## src/rtl/costas_acq_seq.sv

```systemverilog
// Acquisition sequencer for the Costas carrier loop: zig-zag sweeps the loop's initial
// FTW around a centre word until a windowed lock metric passes, then watches for loss.
module costas_acq_seq #(
    parameter int REWORK_CYC = 4,
    parameter int SETTLE_CYC = 4096,
    parameter int WIN_LEN    = 1024,
    parameter int LOCK_THR   = 900,
    parameter int LOSS_THR   = 512,
    parameter int MAX_OFS    = 8
) (
    input  logic        clk,
    input  logic        rst,
    input  logic        i_start,
    input  logic        i_abort,
    input  logic [31:0] i_ftw_center,
    input  logic [31:0] i_ftw_step,
    input  logic        i_lock_valid,
    input  logic        i_lock_ok,
    output logic [31:0] o_ftw_ini,
    output logic        o_rework_h,
    output logic        o_locked,
    output logic        o_fail,
    output logic        o_busy,
    output logic [4:0]  o_step_idx,
    output logic [15:0] o_hits
);

    typedef enum logic [2:0] {
        S_IDLE, S_LOAD, S_SETTLE, S_MEASURE, S_DECIDE, S_LOCKED, S_FAIL
    } state_t;

    localparam logic [15:0] REWORK_LAST = 16'(REWORK_CYC - 1);
    localparam logic [15:0] SETTLE_LAST = 16'(SETTLE_CYC - 1);
    localparam logic [15:0] WIN_L       = 16'(WIN_LEN);
    localparam logic [15:0] LOCK_T      = 16'(LOCK_THR);
    localparam logic [15:0] LOSS_T      = 16'(LOSS_THR);
    localparam logic [4:0]  K_LAST      = 5'(2 * MAX_OFS);

    state_t      state_q, state_d;
    logic [15:0] cnt_q, cnt_d;
    logic [15:0] samp_q, samp_d;
    logic [15:0] hits_q, hits_d;
    logic [4:0]  k_q, k_d;
    logic [31:0] c_q, c_d;
    logic [31:0] s_q, s_d;
    logic [31:0] pos_q, pos_d;
    logic [31:0] neg_q, neg_d;
    logic [31:0] ftw_q, ftw_d;
    logic [15:0] hits_out_q, hits_out_d;
    logic        rework_q, rework_d;
    logic        locked_q, locked_d;
    logic        fail_q, fail_d;
    logic        busy_q, busy_d;

    logic [15:0] samp_inc;
    logic [15:0] hits_inc;

    always_ff @(posedge clk) begin
        if (rst) begin
            state_q    <= S_IDLE;
            cnt_q      <= '0;
            samp_q     <= '0;
            hits_q     <= '0;
            k_q        <= '0;
            ftw_q      <= '0;
            hits_out_q <= '0;
            rework_q   <= 1'b1;
            locked_q   <= 1'b0;
            fail_q     <= 1'b0;
            busy_q     <= 1'b0;
        end else begin
            state_q    <= state_d;
            cnt_q      <= cnt_d;
            samp_q     <= samp_d;
            hits_q     <= hits_d;
            k_q        <= k_d;
            ftw_q      <= ftw_d;
            hits_out_q <= hits_out_d;
            rework_q   <= rework_d;
            locked_q   <= locked_d;
            fail_q     <= fail_d;
            busy_q     <= busy_d;
        end
    end

    // Sweep words live only in the datapath; they are always reloaded on start.
    always_ff @(posedge clk) begin
        c_q   <= c_d;
        s_q   <= s_d;
        pos_q <= pos_d;
        neg_q <= neg_d;
    end

    always_comb begin
        state_d    = state_q;
        cnt_d      = cnt_q;
        samp_d     = samp_q;
        hits_d     = hits_q;
        k_d        = k_q;
        c_d        = c_q;
        s_d        = s_q;
        pos_d      = pos_q;
        neg_d      = neg_q;
        ftw_d      = ftw_q;
        hits_out_d = hits_out_q;
        samp_inc   = samp_q + 16'd1;
        hits_inc   = hits_q + {15'd0, i_lock_ok};

        if (i_abort) begin
            state_d = S_IDLE;
            cnt_d   = '0;
            samp_d  = '0;
            hits_d  = '0;
            k_d     = '0;
        end else begin
            unique case (state_q)
                S_IDLE, S_FAIL: begin
                    if (i_start) begin
                        state_d = S_LOAD;
                        c_d     = i_ftw_center;
                        s_d     = i_ftw_step;
                        pos_d   = i_ftw_center;
                        neg_d   = i_ftw_center;
                        ftw_d   = i_ftw_center;
                        k_d     = '0;
                        cnt_d   = '0;
                    end
                end
                S_LOAD: begin
                    if (cnt_q == REWORK_LAST) begin
                        state_d = S_SETTLE;
                        cnt_d   = '0;
                    end else begin
                        cnt_d = cnt_q + 16'd1;
                    end
                end
                S_SETTLE: begin
                    if (cnt_q == SETTLE_LAST) begin
                        state_d = S_MEASURE;
                        cnt_d   = '0;
                        samp_d  = '0;
                        hits_d  = '0;
                    end else begin
                        cnt_d = cnt_q + 16'd1;
                    end
                end
                S_MEASURE: begin
                    if (i_lock_valid) begin
                        samp_d = samp_inc;
                        hits_d = hits_inc;
                        if (samp_inc == WIN_L) begin
                            state_d = S_DECIDE;
                        end
                    end
                end
                S_DECIDE: begin
                    hits_out_d = hits_q;
                    if (hits_q >= LOCK_T) begin
                        state_d = S_LOCKED;
                        samp_d  = '0;
                        hits_d  = '0;
                    end else if (k_q < K_LAST) begin
                        // Odd k steps the positive arm out, even k the negative arm.
                        state_d = S_LOAD;
                        k_d     = k_q + 5'd1;
                        cnt_d   = '0;
                        if (!k_q[0]) begin
                            pos_d = pos_q + s_q;
                            ftw_d = pos_q + s_q;
                        end else begin
                            neg_d = neg_q - s_q;
                            ftw_d = neg_q - s_q;
                        end
                    end else begin
                        state_d = S_FAIL;
                    end
                end
                S_LOCKED: begin
                    if (i_lock_valid) begin
                        if (samp_inc == WIN_L) begin
                            hits_out_d = hits_inc;
                            samp_d     = '0;
                            hits_d     = '0;
                            if (hits_inc < LOSS_T) begin
                                state_d = S_LOAD;
                                k_d     = '0;
                                cnt_d   = '0;
                                pos_d   = c_q;
                                neg_d   = c_q;
                                ftw_d   = c_q;
                            end
                        end else begin
                            samp_d = samp_inc;
                            hits_d = hits_inc;
                        end
                    end
                end
                default: state_d = S_IDLE;
            endcase
        end
    end

    always_comb begin
        rework_d = (state_d == S_IDLE) || (state_d == S_LOAD) || (state_d == S_FAIL);
        locked_d = (state_d == S_LOCKED);
        fail_d   = (state_d == S_FAIL);
        busy_d   = (state_d == S_LOAD) || (state_d == S_SETTLE) ||
                   (state_d == S_MEASURE) || (state_d == S_DECIDE);
    end

    assign o_ftw_ini  = ftw_q;
    assign o_rework_h = rework_q;
    assign o_locked   = locked_q;
    assign o_fail     = fail_q;
    assign o_busy     = busy_q;
    assign o_step_idx = k_q;
    assign o_hits     = hits_out_q;

endmodule
```

## config.mk

```make
export PLATFORM = sky130hd
export DESIGN_NAME = costas_acq_seq
export DESIGN_NICKNAME = d
export VERILOG_FILES = /design/src/rtl/costas_acq_seq.sv
export SDC_FILE = /design/constraint.sdc
export NUM_CORES = 1
export LEC_CHECK = 0
export BUFFER_PORTS_ARGS = -buffer_cell sky130_fd_sc_hd__clkbuf_2
export CAP_MARGIN = 5
export CORE_ASPECT_RATIO = 1.2
export CORE_UTILIZATION = 40
export DETAILED_ROUTE_END_ITERATION = 8
export PLACE_DENSITY = 0.63
export SETUP_SLACK_MARGIN = 0.1
export SLEW_MARGIN = 20
export SYNTH_ARGS = -nofsm -noshare
export SYNTH_HDL_FRONTEND = slang
export SYNTH_SLANG_ARGS = --single-unit
```

## constraint.sdc

```tcl
create_clock -name clk -period 6.5 [get_ports clk]
set_input_delay 1.3 -clock clk [delete_from_list [all_inputs] [get_ports clk]]
set_output_delay 1.3 -clock clk [all_outputs]
set_load 0.03 [all_outputs]
```

; Word-level counts from Yosys, hierarchy flattened
; Index checks and enable logic that the tools add are counted.
[totals]
reg_bits = 236
in_bits = 70
output_inout_bits = 57
wordCells = 129
[op_classes]
n_reduce_logical = 21
n_eq_ne = 26
add_sub_neg = 6
n_mux = 57
bitwise = 1
magnitude_cmp = 3
[ops]
columns = op, count
row1 = $mux W32, 13
row2 = $mux W16, 18
row3 = $pmux W32 S3, 3
row4 = $pmux W16 S4, 2
row5 = $pmux W16 S5, 1
row6 = $mux W3, 11
row7 = $add A16 B1 Y16 const B, 2
row8 = $add A32 B32 Y32, 1
row9 = $pmux W16 S2, 1
row10 = $sub A32 B32 Y32, 1
row11 = $mux W5, 6
row12 = $ne A2 B2 Y1 const B, 11
row13 = $eq A3 B3 Y1 const B, 6
row14 = $pmux W3 S6, 1
row15 = $reduce_and A9 Y1, 2
row16 = $add A16 B1 Y16, 1
row17 = $eq A16 B11 Y1 const B, 1
row18 = $eq A16 B12 Y1 const B, 1
row19 = $eq A16 B2 Y1 const B, 1
row20 = $ge A16 B10 Y1 const B, 1
row21 = $lt A16 B10 Y1 const B, 1
row22 = $pmux W5 S3, 1
row23 = $reduce_and A7 Y1, 2
row24 = $eq A3 B2 Y1 const B, 4
row25 = 15 further kinds, 22

; Longest topological paths before layout
[logic_depth]
word_depth = 11
depth_mapped = 13

; Least setup slack after synthesis
; Ideal clock, no wire load.
[synth_path]
path_type = input port to flip-flop
start = input i_lock_ok
end = register neg_q[0] (enable)
slack_ns = 1.182
setup_time_ns = 0.421
path_stages = 11
arrival_ns = 4.896
path_cell_list = ha_1 ha_1 nand3_1 nor3_1 mux2_2 o21ai_0 nand4_4 a22oi_4 nand2b_1 clkbuf_1 nor2_1
[synth_via]
elab_chain_len = 4
[synth_rtl]
columns = item, line_no
row1 = start: declaration, 18  ; input logic i_lock_ok,
row2 = $add A16 B1 Y16, 107  ; hits_inc = hits_q + {15'd0, i_lock_ok};
row3 = $lt A16 B10 Y1, 184  ; if (hits_inc < LOSS_T) begin
row4 = $ne A2 B2 Y1 (no source line), n/a
row5 = $reduce_and A9 Y1 (no source line), n/a
row6 = end signal: assignment, 91  ; neg_q <= neg_d;
row7 = end: declaration, 47  ; logic [31:0] neg_q, neg_d;
; Every way passes these cells.
; A chain may end at the register's enable or synchronous reset.

; Worst setup path in the final report
[layout_path]
start = input i_lock_ok
end = register pos_q[12] (enable)
[layout_via]
elab_chain_len = 4
[layout_rtl]
columns = item, line_no
row1 = $add A16 B1 Y16, 107
row2 = $lt A16 B10 Y1, 184
row3 = $ne A2 B2 Y1 (no source line), n/a
row4 = $reduce_and A9 Y1 (no source line), n/a
row5 = end signal: assignment, 90  ; pos_q <= pos_d;
row6 = end: declaration, 46  ; logic [31:0] pos_q, pos_d;
; Every way passes these cells.

==> out/metrics.csv <==
stage,metric,value,unit
clocking,worst skew pair latency,0.57,ns
timing,Hold WS,0.472,ns
worst_hold_path,worst hold stages,1,
critical_path,crit path cell chain,clkbuf_2 > ha_1 > ha_1 > nand3_1 > nor3_1 > mux2_2 > o21ai_0 > nand4_4 > a22oi_4 > nand2b_1 > nor2_4 > buf_4,
synth,Synth top area share,26.7,%
clocking,CTS tree,yes,
synth,Synth async-reset ratio,0,%
global_routing,largest net degree at the start of global routing,65,
place,routability cong.,0.963,
synth,number of flops mapped to enable cells by yosys,128,
timing,Setup TNS Final,0,ns
global_routing,total global-route track usage,23.1,%
worst_hold_path,HP Class,flop to flop,
floorplanning,I/O pin count,127,
cells_and_area,Area Growth Syn to Fin,13.5,%
global_routing,number of global-route vias before repair,12200,
global_routing,first-pass GRT wire length,67.1,mm
floorplanning,core area,0.0352,sq mm
critical_path,crit path kind,input port to flop,
synth,share of synthesized area spent on multiplexers,1.17,%
clocking,CTS Buf Count,28,
clocking,post-CTS setup buffers,0,
status,status,"finished, final reports clean",
synth,largest family of logic cells by synthesized area,compound AO/OA/AOI/OAI gates,
clocking,clock buffer depth,3,
critical_path,kind of end point of the critical path,flop,
floorplanning,Initial Utilization,40.9,%
global_routing,initial antenna violation count,0,
critical_path,crit path max fanout,24,
detailed_routing,Via density,5.86,
detailed_routing,post-route ant nets,0,
floorplanning,die area,0.0367,sq mm
synth,Mapped Nets,1761,
power_and_ir_drop,Leak,6.17,nW
synth,"Primary FF master, synth",edfxtp_1,
synth,Avg Synthesized Cell Area,8.86,sq um
critical_path,critical path depth,12,
clocking,CTS Hold Bufs,0,
synth,"flops & latches, synth",236,
place,placed cell areas,0.0154,sq mm
critical_path,"delay-heaviest family, CP",simple AND/OR/NAND/NOR gates,
critical_path,Startpoint Class,input port,
timing,final hold viol count,0,
place,DP Wirelength,31.0,mm
timing,final worst path period share,69.2,%
job,max-cap check violation count,0,
detailed_routing,Post-route DRC,0,
timing,min cycle time layout,4.50,ns
critical_path,CP bufs+invs,2,
clocking,H-Tree Depth,1,
critical_path,max incr delay on CP,0.45,ns
synth,xor/xnor share of the synthesized area,4.87,%
clocking,cts repair resizes,0,
synth,post-synthesis compound-gate area fraction,22.8,%
detailed_routing,Initial DRC Count,1056,
timing,worst-margin pin slew,1.03,ns
cells_and_area,number of antenna diodes,0,
timing,FMAX,222,MHz
floorplanning,DIE HEIGHT,210,microns
timing,RSZ-0062 raised after global routing,false,
critical_path,CP arrival,4.70,ns
global_routing,GRT Residual Overflow,0,
synth,Mapped Area,0.0144,sq mm
detailed_routing,Post-Route WL,43.3,mm
synth,synthesized instance count,1622,
clocking,Clock transition at path regs,0.06,ns
floorplanning,Rows,75,
timing,Max Slew Vio Count,0,
detailed_routing,1st-pass router iterations,5,
clocking,Clock Sinks,236,
power_and_ir_drop,Pwr per Cell Area,235,mW/mm^2
synth,Ys Warns,0,
cells_and_area,# fillers,3411,
timing,Final Skew,0.0227,ns
synth,"area fraction in and, or, nand and nor cells after synthesis",19.3,%
place,port bufs,126,
synth,Netlist cell types,81,
timing,setup violators final,0,
critical_path,slowest cell on the critical path,buf_4,
power_and_ir_drop,peak supply drop,185,uV
critical_path,"most used cell, CP",ha_1,
critical_path,Worst R2R Path Depth,11,
synth,Post-Synth Adder-Cell Area,6.11,%
detailed_routing,routed len/inst,19.8,microns
floorplanning,die width,175,microns
critical_path,worst endpoint required time,6.70,ns
detailed_routing,Vias,12800,
cells_and_area,Final Cell Area,0.0163,sq mm
synth,sequential-to-total area share from yosys stat,41.8,%
clocking,Root Driver,clkbuf_16,
cells_and_area,final net count,1845,
synth,biggest area consumer among synthesized cells,edfxtp_1,
cells_and_area,layout cell share with drive strength beyond 1,13.9,%
timing,slew margin rel.,31.3,%
synth,synth top area cells,"edfxtp_1 (27%), dfxtp_1 (15%), ha_1 (5.8%), nor2_1 (5.2%), a21oi_1 (5.1%)",
cell usage after synthesis (19+ instances only):
cell / n
edfxtp_1: 128
clkbuf_1: 69
a211oi_1: 31
a21oi_1: 147
dfxtp_1: 108
xor2_1: 37
and3_1: 26
xnor2_1: 43
o21ai_0: 116
inv_1: 50
nand2_1: 163
nor2_1: 200
ha_1: 67
nand3_1: 43
nor3_1: 38
nand4_1: 19
a31oi_1: 25
a21o_1: 30
layer usage:
layer | global-route usage [%] | wire length [microns] | up-vias
met5 | 0 | 0 | -
met4 | 7.29 | 1180 | 0
met3 | 3.84 | 2770 | 78
met2 | 40.0 | 21100 | 449
met1 | 29.1 | 18200 | 6146
li1 | - | - | 6164
through the flow:
stage	setup slack, ns	instances	total power [mW]	utilization, %
CTS	2.02	2190	3.86	46.4
floorplan	1.18	1622	2.07	-
detailed placement	1.42	2138	2.24	43.7
finish	2.00	2190	3.83	46.4
global placement	1.52	2138	2.23	43.7
global route	1.78	2190	3.97	46.4
worst register-to-register path, delay by kind of cell (launching register included):
| family | cells | cell delay (ns) |
|---|---|---|
| AOI/OAI and AO/OA | 6 | 2.29 |
| xor gates and xnor gates | 1 | 0.26 |
| DFF | 1 | 0.42 |
| and+or+nand+nor | 1 | 0.23 |
| muxes | 1 | 0.10 |
| adders and majority gates | 2 | 0.70 |
state kept, by name, summed over array words and instances (netlist names), 5 cells and up:
name and count:
hits_q 16, o_step_idx 5, s_q 32, o_ftw_ini 32, samp_q 16, c_q 32
o_hits 16, neg_q 32, pos_q 32, cnt_q 16
final timing paths:
path              from             to  slack, ns
min          cnt_q[15]      cnt_q[15]       0.47
max          i_lock_ok      pos_q[12]       2.00
min reg2reg  cnt_q[15]      cnt_q[15]       0.47
max reg2reg     s_q[0]  o_ftw_ini[22]       2.35
cells in the final DEF (no fill, tap or decap), drive strengths merged, types with 43 or more instances in the layout:
cell type / count
nor2: 200
ha: 67
o21ai: 116
clkbuf: 168
nand2: 163
edfxtp: 128
xnor2: 43
nand3: 44
a21oi: 147
dfxtp: 108
inv: 54
cell families (layout without fill, tap and decap cells):
logic type	Yosys count	after routing
and+or+nand+nor	587	587
AOI/OAI and AO/OA	494	494
DFF	236	236
buffers and inverters	140	246
xor gates and xnor gates	80	80
adders and majority gates	69	69
muxes	16	16
cell type report:
cell class | count | area (sq um) | area share (%)
clock inverter | 10 | 114 | 0.698
clock buffer | 42 | 826 | 5.06
multi-input combinational | 1246 | 7840 | 48.0
inverter | 52 | 195 | 1.20
timing repair buffer | 142 | 763 | 4.68
sequential | 236 | 6010 | 36.8
tap | 462 | 578 | 3.54
power by group:
part,switching [mW],internal [mW]
registers,0.0329,1.63
clock network,0.656,0.959
logic,0.357,0.197
total,1.05,2.79
Note: power is estimated with default switching activity, not from simulation.
